<file path="src/rtl/run_ctrl_pkg.sv">
// Shared types and constants for the run controller: FSM state encoding and
// the per-program start-address table.
package run_ctrl_pkg;

    typedef enum logic [1:0] {
        IDLE   = 2'd0,
        LOAD   = 2'd1,
        RUN    = 2'd2,
        FINISH = 2'd3
    } state_t;

    // Entry i is the first PC of program i; narrowed to instr_width at the use site.
    localparam logic [3:0][15:0] START_TABLE = {16'd192, 16'd128, 16'd64, 16'd0};

    function automatic logic [15:0] start_entry(input logic [1:0] idx);
        return START_TABLE[idx];
    endfunction

endpackage

</file>
<file path="src/rtl/run_ctrl_sat_counter.sv">
// Saturating up-counter with synchronous clear; clear wins over increment.
module sat_counter #(
    parameter int width = 16
) (
    input  logic             clk,
    input  logic             reset,
    input  logic             clear,
    input  logic             inc,
    output logic [width-1:0] count
);

    logic [width-1:0] count_reg;

    always_ff @(posedge clk) begin
        if (reset) begin
            count_reg <= '0;
        end else if (clear) begin
            count_reg <= '0;
        end else if (inc && (count_reg != '1)) begin
            count_reg <= count_reg + width'(1);
        end
    end

    assign count = count_reg;

endmodule

</file>
<file path="src/rtl/run_ctrl.sv">
// Program run sequencer: loads the PC from the start table on a go edge,
// runs until halt or watchdog expiry, then parks the PC and pulses done.
module run_ctrl
    import run_ctrl_pkg::*;
#(
    parameter int          instr_width = 9,
    parameter int          reg_width   = 8,
    parameter logic [15:0] max_cycles  = 16'd4096
) (
    input  logic                   clk,
    input  logic                   reset,
    input  logic                   go,
    input  logic [1:0]             prog_sel,
    input  logic                   halt,
    input  logic                   branch_in,
    input  logic                   taken_in,
    input  logic [reg_width-1:0]   target_in,
    output logic                   start,
    output logic [instr_width-1:0] start_addr,
    output logic                   branch,
    output logic                   taken,
    output logic [reg_width-1:0]   target,
    output logic                   instr_valid,
    output logic                   busy,
    output logic                   done,
    output logic                   timeout,
    output logic [15:0]            cycle_count
);

    localparam logic [15:0] last_count = max_cycles - 16'd1;

    state_t     state_reg, state_next;
    logic       go_q_reg;
    logic [1:0] sel_q_reg;
    logic       timeout_reg, timeout_next;
    logic       go_rise;
    logic       cnt_clear, cnt_inc;

    assign go_rise = go & ~go_q_reg;

    always_ff @(posedge clk) begin
        if (reset) begin
            state_reg   <= IDLE;
            go_q_reg    <= 1'b0;
            sel_q_reg   <= 2'd0;
            timeout_reg <= 1'b0;
        end else begin
            state_reg   <= state_next;
            go_q_reg    <= go;
            timeout_reg <= timeout_next;
            if ((state_reg == IDLE) && go_rise) begin
                sel_q_reg <= prog_sel;
            end
        end
    end

    always_comb begin
        state_next   = state_reg;
        timeout_next = timeout_reg;
        start        = 1'b0;
        start_addr   = '0;
        busy         = 1'b0;
        done         = 1'b0;
        instr_valid  = 1'b0;
        branch       = 1'b0;
        taken        = 1'b0;
        target       = '0;
        cnt_clear    = 1'b0;
        cnt_inc      = 1'b0;

        case (state_reg)
            IDLE: begin
                start      = 1'b1;
                start_addr = instr_width'(start_entry(prog_sel));
                if (go_rise) begin
                    state_next = LOAD;
                end
            end
            LOAD: begin
                start        = 1'b1;
                start_addr   = instr_width'(start_entry(sel_q_reg));
                busy         = 1'b1;
                cnt_clear    = 1'b1;
                timeout_next = 1'b0;
                state_next   = RUN;
            end
            RUN: begin
                instr_valid = 1'b1;
                busy        = 1'b1;
                cnt_inc     = 1'b1;
                target      = target_in;
                // A halt suppresses any branch decoded in the same cycle.
                if (halt) begin
                    state_next = FINISH;
                end else begin
                    branch = branch_in;
                    taken  = taken_in;
                    if (cycle_count == last_count) begin
                        state_next   = FINISH;
                        timeout_next = 1'b1;
                    end
                end
            end
            FINISH: begin
                start      = 1'b1;
                start_addr = instr_width'(start_entry(sel_q_reg));
                done       = 1'b1;
                state_next = IDLE;
            end
            default: begin
                state_next = IDLE;
            end
        endcase
    end

    sat_counter #(
        .width (16)
    ) u_cycle_counter (
        .clk   (clk),
        .reset (reset),
        .clear (cnt_clear),
        .inc   (cnt_inc),
        .count (cycle_count)
    );

    assign timeout = timeout_reg;

endmodule

</file>
<file path="config.mk">
export PLATFORM = sky130hd
export DESIGN_NAME = run_ctrl
export DESIGN_NICKNAME = d
export VERILOG_FILES = /design/src/rtl/run_ctrl_pkg.sv /design/src/rtl/run_ctrl_sat_counter.sv /design/src/rtl/run_ctrl.sv
export SDC_FILE = /design/constraint.sdc
export NUM_CORES = 1
export LEC_CHECK = 0
export ABC_AREA = 0
export ABC_CLOCK_PERIOD_IN_PS = 3450
export CELL_PAD_IN_SITES_DETAIL_PLACEMENT = 2
export CELL_PAD_IN_SITES_GLOBAL_PLACEMENT = 2
export CORE_MARGIN = 2
export CORE_UTILIZATION = 25
export CTS_CLUSTER_DIAMETER = 200
export DETAILED_ROUTE_END_ITERATION = 8
export PLACE_DENSITY = 0.81
export SLEW_MARGIN = 40
export SYNTH_ARGS = -nofsm -noshare
export SYNTH_HDL_FRONTEND = slang
export SYNTH_SLANG_ARGS = --single-unit
export TNS_END_PERCENT = 5
</file>
<file path="constraint.sdc">
create_clock -name clk -period 3.45 [get_ports clk]
set_input_delay 0.69 -clock clk [delete_from_list [all_inputs] [get_ports clk]]
set_output_delay 0.69 -clock clk [all_outputs]
set_load 0.02 [all_outputs]
</file>
== Yosys cells after proc, flatten, opt, wreduce, memory -nomap -nowiden ==
Cells that the tools add are included.

* Add/subtract/negate cells: 1
* Magnitude comparators: 2
* Equal/unequal tests: 9
* Mux-type cells: 22
* Bitwise operators: 2
* Reduce and logical (&&, ||, !) cells: 10

{| class="wikitable"
|+ Operators by type and width
! operator !! number
|-
| $bmux 16 s2 || 2
|-
| $mux 9 || 2
|-
| $pmux 9 s2 || 1
|-
| $add 16x1->16 const B || 1
|-
| $eq 16x12->1 const B || 1
|-
| $ne 16x16->1 const B || 1
|-
| $mux 1 || 11
|-
| $mux 8 || 1
|-
| $pmux 2 s4 || 1
|-
| $lt 2x3->1 const B || 2
|-
| $mux 2 || 3
|-
| $ne 2x2->1 const B || 3
|-
| $reduce_or 2->1 || 3
|-
| $eq 2x2->1 const B || 2
|-
| $ne 3x3->1 const B || 1
|-
| $reduce_and 3->1 || 1
|-
| $reduce_or 3->1 || 1
|-
| $eq 2x1->1 const B || 1
|-
| $logic_and 1x1->1 || 2
|-
| $logic_not 2->1 || 1
|-
| $pmux 1 s2 || 1
|-
| $reduce_and 2->1 || 1
|-
| $reduce_bool 2->1 || 1
|-
| $and 1x1->1 || 1
|-
| $not 1->1 || 1
|}

* Register bits: 22

== Longest topological paths before layout ==
* Depth in word-level cells: 4
* Depth in mapped cells: 7
* Gate-level depth less buffers: 6

== Modules after synthesis ==
A second synthesis with hierarchy kept.

* Cells, all modules: 170
* Area total of the unflattened synthesis: 1480.2 um^2

{| class="wikitable"
|+ By module, submodules not included
! module !! times used !! cells each !! area each (um^2)
|-
| sat_counter || 1 || 102 || 917.1
|-
| run_ctrl || 1 || 68 || 563.0
|}

== Worst setup path before layout ==
OpenSTA, ideal clock, no wires.

* Path kind: flip-flop to output port
* Start point: reg state_reg[0]
* End point: out branch
* Arrival time: 1.356 ns
* Path slack: 1.404 ns
* Stages on the path, launching flop included: 5
* Buffers on the path: 0
* Path through: dfxtp_1 inv_1 ha_1 nor2b_1 and2_1

* Cells in the longest elaborated chain, start to end: 2

{| class="wikitable"
|+ RTL lines
! element !! RTL line !! RTL
|-
| start: declaration || run_ctrl.sv:32 || <nowiki>state_t state_reg, state_next;</nowiki>
|-
| start signal: assignment || run_ctrl.sv:48 || <nowiki>state_reg <= state_next;</nowiki>
|-
| $eq 2x2->1 || run_ctrl.sv:71 || <nowiki>case (state_reg)</nowiki>
|-
| $mux 1 || run_ctrl.sv:71 ||
|-
| end: declaration || run_ctrl.sv:20 || <nowiki>output logic branch,</nowiki>
|}

Every way passes these cells.

== Worst setup path in the final report ==
* Start point: in halt
* End point: out branch

* Cells in the longest elaborated chain, start to end: 2

{| class="wikitable"
|+ RTL lines
! element !! RTL line !! RTL
|-
| start: declaration || run_ctrl.sv:14 || <nowiki>input logic halt,</nowiki>
|-
| $mux 1 || run_ctrl.sv:93 || <nowiki>if (halt) begin</nowiki>
|-
| $mux 1 || run_ctrl.sv:71 ||
|}

Every way passes these cells.

==> out/summary.txt <==
GRT Overall Usage: 13.54%
worst-path cell chain: clkdlybuf4s50_1, nor2b_1, and2_1, clkdlybuf4s50_1
GRT overflow: 0
CP required: 2760 ps
Antenna Nets Post-Route: 0
PD cells: 538.4 nW/um^2
Switching Share: 40.39%
first drt pass iteration count: 4
total CTS buffers: 3
sw power: 415.5 uW
R2R Setup Slk: 1320 ps
CTS tree: done
most common cell in the netlist: dfxtp_1
Static Leak: 0.6660 nW
post-synthesis sequential area ratio: 32.74%
routed wire length: 3910 um
post-CTS sizing: 0
setup TNS: 0 ps
clock-pin transition on the worst setup and hold timing paths: 80 ps
synth top area cells: dfxtp_1 33%, ha_1 6.5%, a21oi_1 6.0%
Worst VDD drop: 0.2832 mV
Slew HR: 62.03%
Buf/Inv on CP: 2
final cell count without fillers: 275
H-Tree Depth: 1
FF-to-FF path depth: 6
Die Wd: 77.35 um
layout cell share with drive strength beyond 1: 5.854%
DRC: 0
number of global-route vias before repair: 1,375
number of post-CTS setup repair buffers: 0
Hold Worst Slack: 489.2 ps
io pins: 56
FF-to-FF End: u_cycle_counter.count[6]$_SDFFE_PP0P_
first-pass GRT wire length: 6575 um
pin count of the biggest net entering global routing: 17
clock latency on the worst-skew pair: 270 ps
# clock sinks: 22
slew of the pin with the lowest slew margin: 567.6 ps
cell taking the most area after synthesis: dfxtp_1
Clock Skew: 7.360 ps
slowest CP cell: clkdlybuf4s50_1
CTS Buffer Depth: 2
Die Ht: 77.35 um
# diodes: 0
Crit Path Max Fanout: 4
delay-heaviest family, CP: buffers and inverters
most used cell, CP: clkdlybuf4s50_1
Detailed Route Iter0 Violations: 22
hold path depth: 2
routed vias: 1,324
final hold violations: 0
post-route minimum period: 2773 ps
Worst Setup End Kind: primary output
Power Internal: 613.1 uW
flops & latches, synth: 22
Syn. warnings: 0
Via density: 4.815
placed insts: 271
crit path DAT: 2080 ps
Core Footprint: 5140 sq um
HP Class: reg2reg
Synth cell types: 35
initial antenna violation count: 0
Sequential Power Share: 28.6%
asr flop ratio synth: 0%
clk root buf: clkbuf_8
Setup CP Type: in2out
FILL cells: 616
Routed WL per cell: 14.22 um
Final Cycle Share: 80.38%
EDFF count, synth: 0
Syn Inst Count: 157
Synth top area share: 32.74%
Final Setup Violations: 0
Comb pwr share: 53.0%
Largest register FFs: 16
die area: 5983 sq um
fmax: 360.6 MHz
Initial Utilization: 26.17%
# port buffers: 48
Layout Nets: 229
row count: 26
RSZ-0062 raised after global routing: false
startpoint types: primary input
DP Wirelength: 3047 um
Worst Hold End: timeout$_SDFFE_PP0P_
area grow syn2layout: 42.05%
GPL Wtd Cong: 0.7363
Synth Cell Area: 1345 sq um
top post-synthesis cells by count: 22 x dfxtp_1, 16 x a21oi_1, 13 x nand2_1, 11 x and2_1, 8 x or3_1
worst hold path startpoint: timeout$_SDFFE_PP0P_
Max-Cap Viols: 0
Hold Buf Count CTS: 0
syn_area_per_cell: 8.567 sq um
R2R Path Start: u_cycle_counter.count[0]$_SDFFE_PP0P_
Crit path largest cell delay: 590 ps
status: finished, final reports clean
crit path from: halt
ys flop type: dfxtp_1
Clk pwr share: 18.4%
max-slew violation count: 0
==> metal layers <==
metal | vias to the layer above | global-route usage [%] | share of wire (%)
li1 | 652 | - | -
met1 | 625 | 16.04 | 45
met2 | 43 | 24.35 | 48
met3 | 4 | 3.140 | 5.7
met4 | 0 | 3.750 | 0.92
met5 | - | 0 | 0
==> layout make-up <==
cell class / count / area [sq um] / area share, %
clock buffer: 4 / 55.05 / 2.881
inverter: 5 / 18.77 / 0.9823
multi-input combinational: 124 / 813.3 / 42.57
sequential: 22 / 440.4 / 23.05
tap: 70 / 87.58 / 4.584
timing repair buffer: 50 / 495.5 / 25.93
==> worst reg2reg max path, delay by kind of cell (launching register included) <==
kind	cells	cell delay (ps)
fa+ha+maj	1	260
simple gates	2	340
flops	1	390
buf+inv	1	300
compound gates	2	720
==> logic make-up after synthesis <==
group,Yosys count,synth area share (%)
buffers and inverters,17,8.465
adder cells (fa/ha/maj),7,6.511
XOR/XNOR,2,1.303
AO/OA/AOI/OAI,39,18.98
other,1,0.2788
multiplexers,3,2.233
AND/OR/NAND/NOR,66,29.49
flip-flops,22,32.74
==> through the flow <==
| step | setup slack, ps | area (sq um) | utilization (%) | power [mW] |
|---|---|---|---|---|
| floorplan | 1404 | 1368 | - | 0.6640 |
| global placement | 695.4 | 1856 | 36.10 | 0.8369 |
| detailed placement | 652.6 | 1856 | 36.10 | 0.8541 |
| CTS | 646.4 | 1911 | 37.17 | 1.049 |
| global route | 570.4 | 1911 | 37.17 | 1.108 |
| finish | 676.9 | 1911 | 37.17 | 1.029 |
==> layout by cell type (no fill, tap or decap), types with 3 or more instances in the layout <==
cell,instances
clkdlybuf4s50_1,48
dfxtp_1,22
a21oi_1,16
nand2_1,13
and2_1,11
or3_1,8
o21ai_1,7
ha_1,7
conb_1,7
nor2_1,6
or4_1,6
inv_1,5
o21ai_0,5
nand4_1,5
o31ai_1,5
nand2b_1,4
clkbuf_8,4
mux2i_1,3
and3_1,3
==> power by group through the flow <==
stage / Combinational, mW / Sequential (mW) / Clock (mW)
2_1_floorplan: 0.363 / 0.301 / 0
3_3_place_gp: 0.537 / 0.300 / 0
3_5_place_dp: 0.554 / 0.300 / 0
4_1_cts: 0.556 / 0.294 / 0.198
5_1_grt: 0.601 / 0.297 / 0.210
6_report: 0.545 / 0.294 / 0.190
==> worst max path at each step <==
stage,endpoint,slack (ps),cells past startpoint
after floorplan,branch,1400,4
after global placement,taken,700,4
after detailed placement,branch,650,4
after CTS,branch,650,4
after global routing,taken,570,4
final,branch,680,4
(Power assumes the default switching activity.)
